`src/rtl/aes_pkg.sv`:
```
// rtl/aes_pkg.sv - shared AES round-key fetch types, constants and Nr lookup
package aes_pkg;

   // Round-key fetch controller states
   typedef enum logic [1:0] {
      ST_IDLE    = 2'd0,
      ST_FETCH   = 2'd1,
      ST_PRESENT = 2'd2
   } rkf_state_t;

   // 32-bit words that make up one 128-bit round key
   localparam int WORDS_PER_RK = 4;

   // Key memory word address width (60 words max, 0..59)
   localparam int KEY_ADDR_W = 6;

   // Number of rounds for the given key length code
   function automatic logic [3:0] nr_from_length(input logic [1:0] length);
      case (length)
         2'b10:   return 4'd12;
         2'b11:   return 4'd14;
         default: return 4'd10;
      endcase
   endfunction

endpackage

```
`src/rtl/aes_rk_shiftreg.sv`:
```
// rtl/aes_rk_shiftreg.sv - 128-bit round-key assembler, 32-bit words shifted in from the right
module aes_rk_shiftreg (
   input  logic         clk,
   input  logic         rst,
   input  logic         load_en,
   input  logic [31:0]  din,
   output logic [127:0] q
);

   // First word loaded ends up in the top 32 bits after four loads
   always_ff @(posedge clk) begin
      if (!rst) begin
         q <= '0;
      end else if (load_en) begin
         q <= {q[95:0], din};
      end
   end

endmodule

```
`src/rtl/aes_round_key_fetch.sv`:
```
// rtl/aes_round_key_fetch.sv - fetches expanded round keys from key memory, one per handshake; AES_RKF_DECRYPT_EN adds dir and descending order
module aes_round_key_fetch
   import aes_pkg::*;
(
   input  logic                  clk,
   input  logic                  rst,
   input  logic [1:0]            length,
   input  logic                  keydone,
   input  logic                  rk_start,
`ifdef AES_RKF_DECRYPT_EN
   input  logic                  dir,
`endif
   input  logic                  rk_next,
   input  logic [31:0]           mem_rdata,
   output logic [KEY_ADDR_W-1:0] mem_addr,
   output logic                  mem_rd_en,
   output logic [127:0]          round_key,
   output logic                  rk_valid,
   output logic [3:0]            round_idx,
   output logic                  rk_last,
   output logic                  busy,
   output logic                  err
);

   rkf_state_t state;
   logic [2:0] cnt;
   logic [3:0] r;
   logic [3:0] nr_q;
   logic       dir_q;
   logic       dir_sel;
   logic [3:0] start_r;
   logic [3:0] r_nxt;
   logic       shift_en;

`ifdef AES_RKF_DECRYPT_EN
   assign dir_sel = dir;
`else
   assign dir_sel = 1'b0;
`endif

   assign start_r = dir_sel ? nr_from_length(length) : 4'd0;
   assign r_nxt   = dir_q ? (r - 4'd1) : (r + 4'd1);

   // Read data lags its address by one cycle, so capture runs on cnt 1..4
   assign shift_en = (state == ST_FETCH) && (cnt != 3'd0) && keydone;

   aes_rk_shiftreg u_shiftreg (
      .clk     (clk),
      .rst     (rst),
      .load_en (shift_en),
      .din     (mem_rdata),
      .q       (round_key)
   );

   // Sequence controller: issue four reads per round, present the key, step the round
   always_ff @(posedge clk) begin
      if (!rst) begin
         state     <= ST_IDLE;
         cnt       <= '0;
         r         <= '0;
         nr_q      <= '0;
         dir_q     <= 1'b0;
         mem_addr  <= '0;
         mem_rd_en <= 1'b0;
         rk_valid  <= 1'b0;
         round_idx <= '0;
         rk_last   <= 1'b0;
         busy      <= 1'b0;
         err       <= 1'b0;
      end else begin
         err <= 1'b0;
         case (state)
            ST_IDLE: begin
               if (rk_start) begin
                  if (keydone) begin
                     state     <= ST_FETCH;
                     busy      <= 1'b1;
                     r         <= start_r;
                     round_idx <= start_r;
                     nr_q      <= nr_from_length(length);
                     dir_q     <= dir_sel;
                     mem_addr  <= {start_r, 2'b00};
                     mem_rd_en <= 1'b1;
                     cnt       <= '0;
                     rk_last   <= 1'b0;
                  end else begin
                     err <= 1'b1;
                  end
               end
            end

            ST_FETCH: begin
               if (!keydone) begin
                  state     <= ST_IDLE;
                  busy      <= 1'b0;
                  rk_valid  <= 1'b0;
                  rk_last   <= 1'b0;
                  mem_rd_en <= 1'b0;
               end else begin
                  cnt <= cnt + 3'd1;
                  if (cnt < 3'(WORDS_PER_RK - 1)) begin
                     mem_addr <= mem_addr + 6'd1;
                  end else begin
                     mem_rd_en <= 1'b0;
                  end
                  if (cnt == 3'(WORDS_PER_RK)) begin
                     state    <= ST_PRESENT;
                     rk_valid <= 1'b1;
                     rk_last  <= dir_q ? (r == 4'd0) : (r == nr_q);
                  end
               end
            end

            ST_PRESENT: begin
               if (!keydone) begin
                  state     <= ST_IDLE;
                  busy      <= 1'b0;
                  rk_valid  <= 1'b0;
                  rk_last   <= 1'b0;
                  mem_rd_en <= 1'b0;
               end else if (rk_next) begin
                  rk_valid <= 1'b0;
                  if (rk_last) begin
                     state   <= ST_IDLE;
                     busy    <= 1'b0;
                     rk_last <= 1'b0;
                  end else begin
                     state     <= ST_FETCH;
                     r         <= r_nxt;
                     round_idx <= r_nxt;
                     mem_addr  <= {r_nxt, 2'b00};
                     mem_rd_en <= 1'b1;
                     cnt       <= '0;
                  end
               end
            end

            default: begin
               state     <= ST_IDLE;
               busy      <= 1'b0;
               rk_valid  <= 1'b0;
               rk_last   <= 1'b0;
               mem_rd_en <= 1'b0;
            end
         endcase
      end
   end

endmodule

```
`config.mk`:
```
export PLATFORM = sky130hd
export DESIGN_NAME = aes_round_key_fetch
export DESIGN_NICKNAME = d
export VERILOG_FILES = /design/src/rtl/aes_pkg.sv /design/src/rtl/aes_rk_shiftreg.sv /design/src/rtl/aes_round_key_fetch.sv
export SDC_FILE = /design/constraint.sdc
export NUM_CORES = 1
export LEC_CHECK = 0
export BUFFER_PORTS_ARGS = -buffer_cell sky130_fd_sc_hd__clkbuf_2
export CAP_MARGIN = 20
export CORE_MARGIN = 2
export CORE_UTILIZATION = 45
export CTS_CLUSTER_SIZE = 30
export DETAILED_ROUTE_END_ITERATION = 6
export GPL_ROUTABILITY_DRIVEN = 0
export PLACE_DENSITY_LB_ADDON = 0.3
export SYNTH_ARGS = -nofsm -noshare
export SYNTH_HDL_FRONTEND = slang
export SYNTH_SLANG_ARGS = --single-unit
```
`constraint.sdc`:
```
create_clock -name clk -period 1.7 [get_ports clk]
set_input_delay 0.255 -clock clk [delete_from_list [all_inputs] [get_ports clk]]
set_output_delay 0.255 -clock clk [all_outputs]
set_load 0.02 [all_outputs]
```
==> results.py <==
metrics = {
    "grt": {
        "grtUsageTotal_pct": 20.3,
        "grt_antenna_before_repair": 0,
        "grt_first_pass_wirelength_um": 21700,
        "grt_max_degree": 61,
        "overflow": 0,
        "grt_pass1_vias": 4522,
    },
    "routing": {
        "drc_errors": 0,
        "drt_pass1_iterations": 6,
        "vias": 5300,
        "ant_nets": 0,
        "drt_iter0_drc": 387,
        "wirelength_um": 14100,
        "viasPerCell": 4.93,
        "routedWlPerCell_um": 13.1,
    },
    "power": {
        "ir_worst_vdd_mv": 0.732,
        "pwr-share-clk_pct": 46.2,
        "p_per_area_nw_per_um2": 1070,
        "combPwrFrac_pct": 9.5,
        "p_int_w": 0.00632,
        "power_frac_seq_pct": 44.3,
        "p_sw_w": 0.00185,
        "leakagePower_nw": 3.11,
        "switching_share_pct": 22.7,
    },
    "clocking": {
        "cts_tree": "built",
        "cts.sinks": 151,
        "cts-buffers-inserted": 17,
        "clk_path_buf_depth": 2,
        "cts_hold_buf": 0,
        "clkLatencyLatePin_ns": 0.42,
        "htreeDepth": 4,
        "clkSlewWorstSetupHoldPaths_ns": 0.06,
        "cts-root-buf": "clkbuf_16",
    },
    "sta": {
        "final_hold_viol_count": 0,
        "setup_slack_ns": -0.00619,
        "relSlewSlack_pct": 76.6,
        "worst_pin_slew_ns": 0.350,
        "setup_viol": 1,
        "fin_worst_skew_ns": 0.0116,
        "min_period_ns": 1.71,
        "final-max-slew-violation-count": 0,
        "rsz0062_at_grt": "true",
        "fin_crit_sh_pct": 100,
        "fmax_mhz": 586,
    },
    "worst_setup_path": {
        "path_max_fanout": 5,
        "arrival_ns": 2.05,
        "r2r_slack_ns": -0.006,
        "required_ns": 2.04,
        "critPathKind": "flip-flop to flip-flop",
        "crit_path_end_kind": "flip-flop",
        "cp-start-kind": "flip-flop",
    },
    "layout": {
        "final_cells": 1074,
        "diodes": 0,
        "areaGrowthSynthToFinish_pct": 35.3,
        "drive_gt1_share_pct": 29.5,
        "design_area_um2": 7640,
        "fin_nets": 942,
    },
    "logic_synthesis": {
        "synth_area_leader_cell": "dfxtp_1",
        "synth_cell_types": 39,
        "synth_nets": 757,
        "avgSynthCellArea_um2": 7.95,
        "synth_edf_count": 0,
        "synth.most_common_cell": "nand2_1",
        "ys_async_sr_fraction_pct": 0,
        "syn_inst": 710,
        "ys_seq_area_share_pct": 53.5,
        "yosysWarnings": 0,
        "synth_area_um2": 5650,
        "yosys-top-cells-count": "266 x nand2_1, 151 x dfxtp_1, 144 x a21oi_1, 29 x buf_2, 19 x clkbuf_1",
        "synth-seq-cells": 151,
        "yosys-top-cells-area": "dfxtp_1 54%, nand2_1 18%, a21oi_1 13%",
        "yosysTopAreaCellShare_pct": 53.5,
        "synth_ff_type": "dfxtp_1",
    },
    "floorplanning": {
        "start_util_pct": 46.6,
        "die-area_um2": 13500,
        "num_rows": 40,
        "coreArea_um2": 12100,
        "fp.dieW_um": 116,
        "ios": 182,
        "chipHeight_um": 116,
    },
    "outcome": {
        "violations": "setup timing",
        "status": "finished, violations left",
    },
    "placement": {
        "hpwlAfterDp_um": 9430,
        "post_dp_cell_area_um2": 6900,
        "port_buffers": 181,
        "place_inst": 1039,
    },
    "flow_run": {
        "drv_cap": 0,
    },
    "worst_hold_path": {
        "hp-class": "primary input to flip-flop",
    },
}
flip-flops by register name, summed over array words and instances (netlist names):
signal and cells:
nr_q 3, busy 1, cnt 3, mem_rd_en 1, state 2, rk_last 1
rk_valid 1, u_shiftreg.q 128, mem_addr 6, err 1, r 4
path summary, 6_finish.rpt:
check                     from                 to  cells past startpoint
max                   state[0]        mem_addr[0]                      6
min              mem_rdata[21]   u_shiftreg.q[21]                      3
max reg2reg           state[0]        mem_addr[0]                      6
min reg2reg  u_shiftreg.q[116]  u_shiftreg.q[116]                      2
power groups by stage:
stage,registers (W),clock network (W),logic (W)
3_5_place_dp,0.00370,0,0.000700
4_1_cts,0.00362,0.00387,0.000729
6_report,0.00362,0.00378,0.000774
3_3_place_gp,0.00370,0,0.000697
2_1_floorplan,0.00373,0,0.000398
5_1_grt,0.00362,0.00404,0.000848
metal layers:
layer	part of all wire, %	GRT usage [%]
met3	6.8	7.74
met2	47	29.6
met1	45	27.0
met5	0	0
met4	1.4	8.41
per-stage QoR:
step | utilization, % | TNS, ns | hold slack (ns) | total power, W | setup WS [ns]
final | 63.1 | -0.00619 | 0.0551 | 0.00817 | -0.00619
after global routing | 63.1 | -0.0661 | 0.0385 | 0.00851 | -0.0614
after CTS | 62.1 | -0.0161 | 0.0345 | 0.00822 | -0.0161
after detailed placement | 57.0 | -1.23 | 0.447 | 0.00440 | -0.0371
after global placement | 57.0 | 0 | 0.443 | 0.00440 | 0.0176
after floorplan | - | -0.0234 | 0.370 | 0.00413 | -0.0198
logic make-up after synthesis:
group,count (synthesis),synth area share (%)
buffers and inverters,59,4.56
adders and majority gates,8,1.77
muxes,4,0.709
xor gates and xnor gates,7,1.09
and+or+nand+nor,307,21.6
DFF,151,53.5
AOI/OAI and AO/OA,174,16.7
what timing repair did:
action | in CTS | in global routing
setup endpoints to repair | 108 | 115
pin swaps | 4 | 3
buffers inserted | 2 | 1
endpoints found under the hold margin | 0 | 0
cloned | 0 | 2
gates resized for setup | 2 | 15
cell usage in the layout (no fill, tap or decap), types with 4 or more instances in the layout:
cell       netlist  final
nand2_1        266    266
clkbuf_2         0    181
dfxtp_1        151    149
a21oi_1        144    141
buf_4            0     21
clkbuf_16        0     19
nor2_1          14     13
buf_12           0      9
nand3_1          8      8
inv_1           10      6
o21ai_0          7      6
xor2_1           5      5
ha_1             8      5
mux2i_1          4      4
worst max-delay path, cell delays in order (launching register included):
cell,delay [ns]
dfxtp_2,0.35
inv_2,0.06
ha_4,0.15
a21boi_4,0.15
a211o_1,0.29
or4_4,0.50
a21oi_2,0.15
final cells by class:
class                           instances  area [um^2]
Fill cell                            1105         4470
Sequential cell                       151         3030
Multi-Input combinational cell        500         2450
Timing Repair Buffer                  214         1310
Clock buffer                           22          474
Tap cell                              168          210
Clock inverter                          8          121
Inverter                               11         47.5
Power figures use the tool's default switching activity.
